File: src/rtl/usb_rx_pkg.sv
// usb_rx_pkg -- shared types and defaults for the USB receive byte controller.
//   rx_state_t        : controller states IDLE / SYNC / DATA / ERR
//   SYNC_BYTE_DEFAULT : value of the LSB-first shift register after a good SYNC
//   STUFF_RUN_DEFAULT : run of 1s after which a stuffed 0 is expected
//   is_receiving()    : true in the states that accept packet bits
package usb_rx_pkg;

  typedef enum logic [1:0] {
    ST_IDLE = 2'd0,
    ST_SYNC = 2'd1,
    ST_DATA = 2'd2,
    ST_ERR  = 2'd3
  } rx_state_t;

  localparam logic [7:0] SYNC_BYTE_DEFAULT = 8'h80;
  localparam int         STUFF_RUN_DEFAULT = 6;

  function automatic logic is_receiving(input rx_state_t s);
    return (s == ST_SYNC) || (s == ST_DATA);
  endfunction

endpackage

File: src/rtl/usb_stuff_cnt.sv
// usb_stuff_cnt -- consecutive-ones run counter and bit-stuffing decision.
// Optional feature macro: RX_STUFF_CHK_EN (a 1 following a full run is an error).
// Ports:
//   clk, rst   : clock, synchronous active-high reset
//   clr        : hold the run counter at zero (controller not receiving)
//   bit_valid  : a bit is being taken this cycle (d_bit is meaningful)
//   d_bit      : the bit being taken
//   stuff_bit  : the current bit is the stuffed 0 after a full run
//   stuff_err  : the current bit is a 1 after a full run (only with RX_STUFF_CHK_EN)
module usb_stuff_cnt
  import usb_rx_pkg::*;
#(
  parameter int STUFF_RUN = STUFF_RUN_DEFAULT
) (
  input  logic clk,
  input  logic rst,
  input  logic clr,
  input  logic bit_valid,
  input  logic d_bit,
  output logic stuff_bit,
  output logic stuff_err
);

  localparam int               RUN_W   = $clog2(STUFF_RUN + 1);
  localparam logic [RUN_W-1:0] RUN_MAX = RUN_W'(STUFF_RUN);

  logic [RUN_W-1:0] run_cnt;
  logic             run_full;

  assign run_full  = (run_cnt == RUN_MAX);
  assign stuff_bit = run_full & ~d_bit;
`ifdef RX_STUFF_CHK_EN
  assign stuff_err = run_full & d_bit;
`else
  assign stuff_err = 1'b0;
`endif

  // Run-length register: the bit that follows a full run (stuffed 0, or a 1
  // taken as data / flagged as error) always restarts the run at zero.
  always_ff @(posedge clk) begin
    if (rst) begin
      run_cnt <= {RUN_W{1'b0}};
    end else if (clr) begin
      run_cnt <= {RUN_W{1'b0}};
    end else if (bit_valid) begin
      if (run_full || !d_bit) begin
        run_cnt <= {RUN_W{1'b0}};
      end else begin
        run_cnt <= run_cnt + RUN_W'(1);
      end
    end else begin
      run_cnt <= run_cnt;
    end
  end

endmodule

File: src/rtl/usb_rx_byte_ctrl.sv
// usb_rx_byte_ctrl -- controls an external LSB-first serial-to-parallel register
// for a USB receiver: detects SYNC, counts bits, strips stuffed bits and hands
// out whole bytes.
// Optional feature macro: RX_STUFF_CHK_EN (a 1 after a full run of 1s -> ERR).
// Ports:
//   clk, rst      : clock, synchronous active-high reset
//   bit_strobe    : one-cycle pulse per decoded bit; d_bit valid with it
//   eop           : one-cycle end-of-packet pulse (wins over bit_strobe)
//   rx_data       : parallel output of the external shift register
//   shift_enable  : shift the external register this cycle
//   pause         : current bit is stuffed; external register must not take it
//   rx_byte       : last received data byte; byte_ready pulses when it updates
//   rcving        : in SYNC or DATA
//   rx_err        : in ERR (held until eop)
module usb_rx_byte_ctrl
  import usb_rx_pkg::*;
#(
  parameter logic [7:0] SYNC_BYTE = SYNC_BYTE_DEFAULT,
  parameter int         STUFF_RUN = STUFF_RUN_DEFAULT
) (
  input  logic       clk,
  input  logic       rst,
  input  logic       bit_strobe,
  input  logic       d_bit,
  input  logic       eop,
  input  logic [7:0] rx_data,
  output logic       shift_enable,
  output logic       pause,
  output logic [7:0] rx_byte,
  output logic       byte_ready,
  output logic       rcving,
  output logic       rx_err
);

  rx_state_t  state;
  rx_state_t  state_next;
  logic [2:0] bit_cnt;
  logic       sync_done;
  logic       data_done;
  logic       receiving;
  logic       start_bit;
  logic       stuff_bit;
  logic       stuff_one;
  logic       stuff_err;
  logic       count_bit;
  logic       last_bit;

  assign receiving = is_receiving(state);
  // The leading 0 that starts a packet in IDLE is already SYNC bit 0, so it
  // has to reach the external register as well.
  assign start_bit    = (state == ST_IDLE) & ~d_bit;
  assign shift_enable = bit_strobe & ~eop & (receiving | start_bit);
  assign pause        = shift_enable & receiving & stuff_bit;
  assign stuff_err    = shift_enable & receiving & stuff_one;
  assign count_bit    = shift_enable & ~pause & ~stuff_err;
  assign last_bit     = count_bit & (bit_cnt == 3'd7);

  assign rcving = receiving;
  assign rx_err = (state == ST_ERR);

  usb_stuff_cnt #(
    .STUFF_RUN(STUFF_RUN)
  ) u_stuff (
    .clk      (clk),
    .rst      (rst),
    .clr      (~receiving),
    .bit_valid(shift_enable),
    .d_bit    (d_bit),
    .stuff_bit(stuff_bit),
    .stuff_err(stuff_one)
  );

  // Next-state logic; eop outranks everything else in every state.
  always_comb begin
    state_next = state;
    case (state)
      ST_IDLE: begin
        if (bit_strobe && !eop && start_bit) begin
          state_next = ST_SYNC;
        end else begin
          state_next = ST_IDLE;
        end
      end
      ST_SYNC: begin
        if (eop || stuff_err) begin
          state_next = ST_ERR;
        end else if (sync_done) begin
          // rx_data has held the complete SYNC pattern since the previous edge
          state_next = (rx_data == SYNC_BYTE) ? ST_DATA : ST_ERR;
        end else begin
          state_next = ST_SYNC;
        end
      end
      ST_DATA: begin
        if (eop) begin
          state_next = (bit_cnt == 3'd0) ? ST_IDLE : ST_ERR;
        end else if (stuff_err) begin
          state_next = ST_ERR;
        end else begin
          state_next = ST_DATA;
        end
      end
      ST_ERR: begin
        if (eop) begin
          state_next = ST_IDLE;
        end else begin
          state_next = ST_ERR;
        end
      end
      default: begin
        state_next = ST_IDLE;
      end
    endcase
  end

  // State register.
  always_ff @(posedge clk) begin
    if (rst) begin
      state <= ST_IDLE;
    end else begin
      state <= state_next;
    end
  end

  // Bit-within-byte counter; stuffed bits are skipped, ERR and IDLE clear it.
  always_ff @(posedge clk) begin
    if (rst) begin
      bit_cnt <= 3'd0;
    end else if (state == ST_ERR) begin
      bit_cnt <= 3'd0;
    end else if (count_bit) begin
      bit_cnt <= bit_cnt + 3'd1;
    end else if (state == ST_IDLE) begin
      bit_cnt <= 3'd0;
    end else begin
      bit_cnt <= bit_cnt;
    end
  end

  // Remember that the 8th bit just shifted; rx_data is complete one edge later.
  always_ff @(posedge clk) begin
    if (rst) begin
      sync_done <= 1'b0;
      data_done <= 1'b0;
    end else begin
      sync_done <= last_bit & (state == ST_SYNC);
      data_done <= last_bit & (state == ST_DATA);
    end
  end

  // Byte hand-off register and its one-cycle ready pulse.
  always_ff @(posedge clk) begin
    if (rst) begin
      rx_byte    <= 8'h00;
      byte_ready <= 1'b0;
    end else begin
      byte_ready <= data_done;
      if (data_done) begin
        rx_byte <= rx_data;
      end else begin
        rx_byte <= rx_byte;
      end
    end
  end

endmodule

File: config.mk
export PLATFORM = sky130hd
export DESIGN_NAME = usb_rx_byte_ctrl
export DESIGN_NICKNAME = d
export VERILOG_FILES = /design/src/rtl/usb_rx_pkg.sv /design/src/rtl/usb_stuff_cnt.sv /design/src/rtl/usb_rx_byte_ctrl.sv
export SDC_FILE = /design/constraint.sdc
export NUM_CORES = 1
export LEC_CHECK = 0
export BUFFER_PORTS_ARGS = -buffer_cell sky130_fd_sc_hd__buf_4
export CAP_MARGIN = 10
export CORE_MARGIN = 2
export CORE_UTILIZATION = 54
export CTS_CLUSTER_SIZE = 10
export DETAILED_ROUTE_END_ITERATION = 12
export GPL_TIMING_DRIVEN = 0
export PLACE_DENSITY = 0.9
export SKIP_CTS_REPAIR_TIMING = 1
export SLEW_MARGIN = 20
export SYNTH_ARGS = -nofsm -noshare
export SYNTH_HDL_FRONTEND = slang
export SYNTH_SLANG_ARGS = --single-unit
File: constraint.sdc
create_clock -name clk -period 3.1 [get_ports clk]
set_input_delay 0.155 -clock clk [delete_from_list [all_inputs] [get_ports clk]]
set_output_delay 0.155 -clock clk [all_outputs]
set_load 0.05 [all_outputs]
==> results.toml, run 1 <==
[setup_path]
crit_start = "state[0]$_SDFF_PP0_"
cp-endpoint = "shift_enable"
cp_max_fo = 7
crit_path_start_kind = "register"
worst-setup-path-type = "register to primary output"
crit_arrival_ns = 1.72
crit-reg2reg-capture = "bit_cnt[0]$_SDFFE_PP0P_"
cp_data_required_time_ns = 2.94
end_kind = "primary output"
reg2reg_depth = 5
ff_to_ff_setup_slack_ns = 1.46
critical_path.reg2reg.startpoint = "state[0]$_SDFF_PP0_"

[final_layout]
final_core_utilization_pct = 71.28
mostFrequentLayoutCells = "buf_4 (25), dfxtp_1 (19), mux2i_1 (10), nor2_1 (10), ha_1 (10)"
ff_latch_area_um2 = 380.4
area_growth_syn_to_layout_pct = 25.39
commonest_non_fill_non_tap_cell_in_the_layout = "buf_4"
n_fill_cell = 135
multi_input_combinational_cell_area_um2 = 551.8
layout.nets = 152
antenna_cells = 0
post_route_cells_drive_above_1_share_pct = 31.25

[cts]
root_buffer = "clkbuf_4"
cts_buffers = 3
cts.sinks = 19
worst_skew_pair.late_latency_ns = 0.31
clk_pin_slew_ns = 0.11
tritoncts = "done"
clk_path_buf_depth = 2
cts-htree-levels = 1

[pwr]
power_switching_mw = 0.1093
worst_ir_drop_vdd_uv = 239.2
p_clk_share_pct = 30.3
static_leak_nw = 0.5177
internal_power_contribution_mw = 0.3167
power_frac_seq_pct = 57.9
power.share.switching_pct = 25.66
power-per-cell-area_nw_per_um2 = 349.9
power_frac_comb_pct = 11.8

[global_route]
number_of_global_route_vias_before_repair = 738
overflow = 0
gr-usage-all-layers_pct = 19.37
grt_first_pass_wirelength_mm = 2.946
grt_start_max_net_pins = 12
antenna_found_initial = 0

[yosys]
yosys.cell_types.count = 31
synth.cell_area_um2 = 970.9
syn-num-nets = 122
synth_enable_flop_cells = 0
postSynthAreaPerCell_um2 = 9.807
synth.yosys.warnings = 0
synth_top_flop_cell = "dfxtp_1"
synthCells = 99
synth-async-reset-ratio_pct = 0
synth-seq-cells = 19
ys_seq_area_share_pct = 39.18

[routing]
vias_after_detailed_routing = 793
wl_per_cell_um = 12.21
route.antenna.remaining_nets = 0
post-route-drc-count = 0
drt_wl_total_mm = 1.868
drt_first_iter_violations = 9
drt_pass1_iterations = 4
number_of_vias_per_cell_after_detailed_routing = 5.183

[timing]
post_route_minimum_period_ns = 1.878
finalSetupTns_ns = 0
report.final.setup_viol = 0
slew_violations = 0
grt_setup_unrepaired = "no"
hold_violations = 0
fin_skew_ns = 0.001467
achievable-frequency_mhz = 532.6
max_slew.worst_pin.slew_ns = 0.4512
post-route-period-util_pct = 60.57
timing.max_slew.rel_slack_pct = 69.92

[place]
buffer_ports.inserted = 25
gp_congestion = 0.7689
dp_hpwl_mm = 1.446

[run_status]
run_status = "complete, no violations"

[floorplanning]
core.rowCount = 15
start_util_pct = 56.85
design.core.area_um2 = 1708
die_span_in_x_um = 46.41
floorplan.die_area_um2 = 2153
ios = 26
die_height_um = 46.41

[flow_run]
cap_violations = 0

[min_path]
min_path_type = "input port to register"
power by group through the flow:
stage          registers (mW)  logic (mW)  clock network (mW)
3_3_place_gp            0.252      0.0490                   0
3_5_place_dp            0.252      0.0501                   0
6_report                0.247      0.0502               0.129
2_1_floorplan           0.252      0.0282                   0
4_1_cts                 0.247      0.0505               0.131
5_1_grt                 0.247      0.0549               0.136
cell families (layout without fill, tap and decap cells):
logic type      Yosys count  count (layout)  share of synthesized area, %
fa+ha+maj                10              10                         12.89
mux                      11              11                         11.86
buf+inv                  10              39                         3.994
simple gates             37              37                         23.07
compound gates           12              12                         9.021
flops                    19              19                         39.17
Yosys cell counts, types with 2 or more instances:
cell      number  area share [%]
or3_1          2             1.3
nand2_1        7             2.7
nand3b_1       3             2.3
o21ai_0        3             1.5
mux2i_1       10              10
dfxtp_1       19              39
ha_1          10              13
and4_2         2             2.1
nor2b_2        2             1.8
a21oi_1        4             2.1
nor2_1        10             3.9
inv_1          8             3.1
through the flow:
| stage | power [mW] | setup slack [ns] | instances | area (µm²) | hold WS (ns) |
|---|---|---|---|---|---|
| 2_1_floorplan | 0.2801 | 1.120 | 99 | 970.9 | 0.2266 |
| 4_1_cts | 0.4282 | 1.215 | 153 | 1217 | 0.02876 |
| 3_5_place_dp | 0.3023 | 1.481 | 149 | 1190 | 0.3630 |
| 5_1_grt | 0.4383 | 1.095 | 153 | 1217 | 0.03800 |
| 3_3_place_gp | 0.3010 | 1.520 | 149 | 1190 | 0.3638 |
| 6_report | 0.4260 | 1.222 | 153 | 1217 | 0.02888 |
routing by layer:
| layer | routed length, µm | share of wire, % | GRT usage [%] |
|---|---|---|---|
| met2 | 938 | 50 | 35.28 |
| met1 | 767 | 41 | 20.76 |
| met4 | 40 | 2.1 | 10.29 |
| met5 | 0 | 0 | 0 |
| met3 | 122 | 6.5 | 3.529 |
worst max-delay path, cell delays in order, from the launching register on:
cell and delay (ns):
dfxtp_1 0.38, inv_1 0.09, ha_1 0.38, o21ai_4 0.27, inv_1 0.09, buf_4 0.20
worst min-delay path by stage:
stage | depth (start not counted) | start | slack [ns] | to
2_1_floorplan | 1 | rst | 0.23 | byte_ready$_SDFF_PP0_
3_3_place_gp | 2 | rst | 0.36 | byte_ready$_SDFF_PP0_
3_5_place_dp | 2 | rst | 0.36 | byte_ready$_SDFF_PP0_
4_1_cts | 2 | rst | 0.03 | byte_ready$_SDFF_PP0_
5_1_grt | 2 | rst | 0.04 | byte_ready$_SDFF_PP0_
6_report | 2 | rst | 0.03 | byte_ready$_SDFF_PP0_
flip-flops by register name (all words and copies together) (netlist names):
register / cells
data_done: 1
rx_byte: 8
sync_done: 1
byte_ready: 1
state: 2
u_stuff.run_cnt: 3
bit_cnt: 3
cell type report:
type                            instances  share of cell area [%]
Multi-Input combinational cell         70                   45.32
Sequential cell                        19                   31.24
Clock buffer                            3                   1.850
Clock inverter                          1                  0.4111
Timing Repair Buffer                   25                   15.42
Inverter                                8                   2.467
Buffer                                  2                  0.7194
Tap cell                               25                   2.569
(Power assumes the default switching activity.)
==> run 2, diff against run 1 <==
--- a/config.mk
+++ b/config.mk
@@ -5,14 +5,15 @@
 export SDC_FILE = /design/constraint.sdc
 export NUM_CORES = 1
 export LEC_CHECK = 0
+export ABC_AREA = 1
 export BUFFER_PORTS_ARGS = -buffer_cell sky130_fd_sc_hd__buf_4
 export CAP_MARGIN = 10
 export CORE_MARGIN = 2
-export CORE_UTILIZATION = 54
+export CORE_UTILIZATION = 50
 export CTS_CLUSTER_SIZE = 10
 export DETAILED_ROUTE_END_ITERATION = 12
 export GPL_TIMING_DRIVEN = 0
-export PLACE_DENSITY = 0.9
+export PLACE_DENSITY = 0.84
 export SKIP_CTS_REPAIR_TIMING = 1
 export SLEW_MARGIN = 20
 export SYNTH_ARGS = -nofsm -noshare
==> constraint.sdc (replaced) <==
create_clock -name clk -period 1.8 [get_ports clk]
set_input_delay 0.09 -clock clk [delete_from_list [all_inputs] [get_ports clk]]
set_output_delay 0.09 -clock clk [all_outputs]
set_load 0.05 [all_outputs]
==> run 2 against run 1 <==
The run now ends with negative hold slack left. Critical path depth rose by 2. Non-clock buffer count unchanged. Synthesized cell count is 34% higher. Power up 72%. Clock power grew 67%. Via count grew 15%. Global-route usage down 0.24 points. Core utilization decreased by 1.9 points. Clock-buffer cell count unchanged. Critical path type unchanged. Highest routed layer unchanged.
==> results.toml, run 2 <==
[run_status]
run_status = "complete, but fails checks"
failing_checks = "negative hold slack"

[yosys]
synth.cell_area_um2 = 975.9
synth_enable_flop_cells = 0
synth_top_cells_by_count = "nor2_1 (26), dfxtp_1 (19), inv_1 (19), nand2_1 (14), o21ai_0 (12)"
synthCells = 133
post-synth-top-area-cell = "dfxtp_1"
postSynthAreaPerCell_um2 = 7.338
syn-num-nets = 156
synth_most_common_cell = "nor2_1"
synth.yosys.warnings = 0
ys_seq_area_share_pct = 38.97
yosys.area.top_type_share_pct = 38.97
yosys.cell_types.count = 18
synth-seq-cells = 19
synth-async-reset-ratio_pct = 0
yosys-top-cells-area = "dfxtp_1 (39%), ha_1 (13%), nor2_1 (10%), inv_1 (7.3%), o21ai_0 (6.2%)"
synth_top_flop_cell = "dfxtp_1"

[place]
buffer_ports.inserted = 25
gp_congestion = 0.8264
placed_cell_areas_um2 = 1195
dp_hpwl_mm = 1.524

[final_layout]
largest_register_ffs = 8
layout.nets = 186
commonest_non_fill_non_tap_cell_in_the_layout = "nor2_1"
antenna_cells = 0
registers.top_by_ff_count = "rx_byte"
mostFrequentLayoutCells = "nor2_1 (26), buf_4 (25), inv_1 (19)"
area_growth_syn_to_layout_pct = 26.67
final_core_utilization_pct = 69.33
biggestRegsByFlops = "rx_byte: 8 flops, bit_cnt: 3 flops, u_stuff.run_cnt: 3 flops"
finalInstanceArea_um2 = 1236
post_route_cells_drive_above_1_share_pct = 25.31

[timing]
achievable-frequency_mhz = 587.5
slew_violations = 0
hold_violations = 2
max_slew.worst_pin.slew_ns = 0.3168
post-route-period-util_pct = 94.57
timing.max_slew.rel_slack_pct = 78.88
fin_skew_ns = 0.001702
hold_ws_ns = -0.006605
report.final.setup_viol = 0
finalSetupTns_ns = 0
post_route_minimum_period_ns = 1.702

[setup_path]
crit_start = "state[1]$_SDFF_PP0_"
worst-setup-path-type = "register to primary output"
cp_data_required_time_ns = 1.71
cp_max_fo = 5
crit_arrival_ns = 1.61
end_kind = "primary output"
ff_to_ff_setup_slack_ns = 0.39
crit_path_start_kind = "register"
critical_path.reg2reg.startpoint = "state[1]$_SDFF_PP0_"

[routing]
vias_after_detailed_routing = 910
wl_per_cell_um = 10.46
drt_first_iter_violations = 21
route.antenna.remaining_nets = 0
number_of_vias_per_cell_after_detailed_routing = 4.866
drt_pass1_iterations = 4
post-route-drc-count = 0
drt_wl_total_mm = 1.956

[min_path]
min_path_type = "input port to register"
min_delay_startpoint = "rst"

[cts]
clk_pin_slew_ns = 0.10
tritoncts = "done"
worst_skew_pair.late_latency_ns = 0.30
cts-htree-levels = 1
clk_path_buf_depth = 2
cts.sinks = 19
cts_buffers = 3
root_buffer = "clkbuf_4"

[floorplanning]
design.core.area_um2 = 1783
die_height_um = 48.18
die_span_in_x_um = 48.18
start_util_pct = 54.74
ios = 26
floorplan.die_area_um2 = 2321
core.rowCount = 15

[pwr]
static_leak_nw = 0.6075
power_frac_seq_pct = 58.1
internal_power_contribution_mw = 0.5439
power.share.switching_pct = 25.75
worst_ir_drop_vdd_uv = 492.3
power_frac_comb_pct = 12.6
power-per-cell-area_nw_per_um2 = 592.6
p_clk_share_pct = 29.4
power_switching_mw = 0.1887

[global_route]
number_of_global_route_vias_before_repair = 783
overflow = 0
grt_start_max_net_pins = 12
grt_first_pass_wirelength_mm = 3.063
gr-usage-all-layers_pct = 19.14
antenna_found_initial = 0

[flow_run]
cap_violations = 0
-- run 2: changes by cell type after synthesis, sizes merged, moves of 9 or more --
cell	delta
nand3	+10
o21ai	+9
inv	+12
mux2i	-10
nor2	+17
nand2	+12
-- run 2: cells by family after synthesis --
group	after synthesis	share of synthesized area, %
adder cells (fa/ha/maj)	10	12.82
buffers and inverters	22	8.589
AO/OA/AOI/OAI	20	10.64
flip-flops	19	38.97
AND/OR/NAND/NOR	62	28.97
-- run 2: final timing paths --
kind / to / depth (start not counted)
hold / removal: byte_ready$_SDFF_PP0_ / 2
hold reg to reg: u_stuff.run_cnt[0]$_SDFFE_PP0P_ / 2
setup / recovery: pause / 7
setup reg to reg: bit_cnt[1]$_SDFFE_PP0P_ / 8
-- run 2: area by class of cell --
type,instances,area [µm²]
repair buffers,25,187.7
flip-flops and latches,19,381.6
fillers,147,546.8
clock inverters,1,5.005
well taps,25,31.28
inverters,20,75.07
clock buffers,3,22.52
plain buffers,2,8.758
multi-input cells,92,524.3
-- run 2: layer usage --
layer / GRT usage [%] / up-vias / part of all wire (%) / wire length, µm
met5: 0 / - / 0 / 0
met4: 11.35 / 0 / 2.6 / 51
met3: 2.222 / 5 / 5.0 / 97
met2: 34.21 / 28 / 45 / 875
met1: 21.48 / 401 / 48 / 932
li1: - / 476 / - / -
-- run 2: power by group through the flow --
stage / Sequential [mW] / Clock (mW) / Combinational, mW
finish: 0.425 / 0.215 / 0.0920
global route: 0.426 / 0.233 / 0.103
CTS: 0.425 / 0.222 / 0.0895
detailed placement: 0.435 / 0 / 0.0889
global placement: 0.435 / 0 / 0.0871
floorplan: 0.434 / 0 / 0.0505
-- run 2: stage by stage --
step	total power [mW]	worst slack [ns]	std cells
final	0.7325	0.09782	187
after global routing	0.7622	-0.02024	187
after CTS	0.7364	0.02380	187
after detailed placement	0.5236	0.3467	183
after global placement	0.5217	0.3949	183
after floorplan	0.4847	0.04135	133
-- run 2: critical path: stages (launching register included) --
cell and delay [ns]:
dfxtp_1 0.38, inv_1 0.11, ha_4 0.30, inv_1 0.06
nor2_2 0.11, nand2_2 0.10, inv_1 0.07, buf_4 0.19
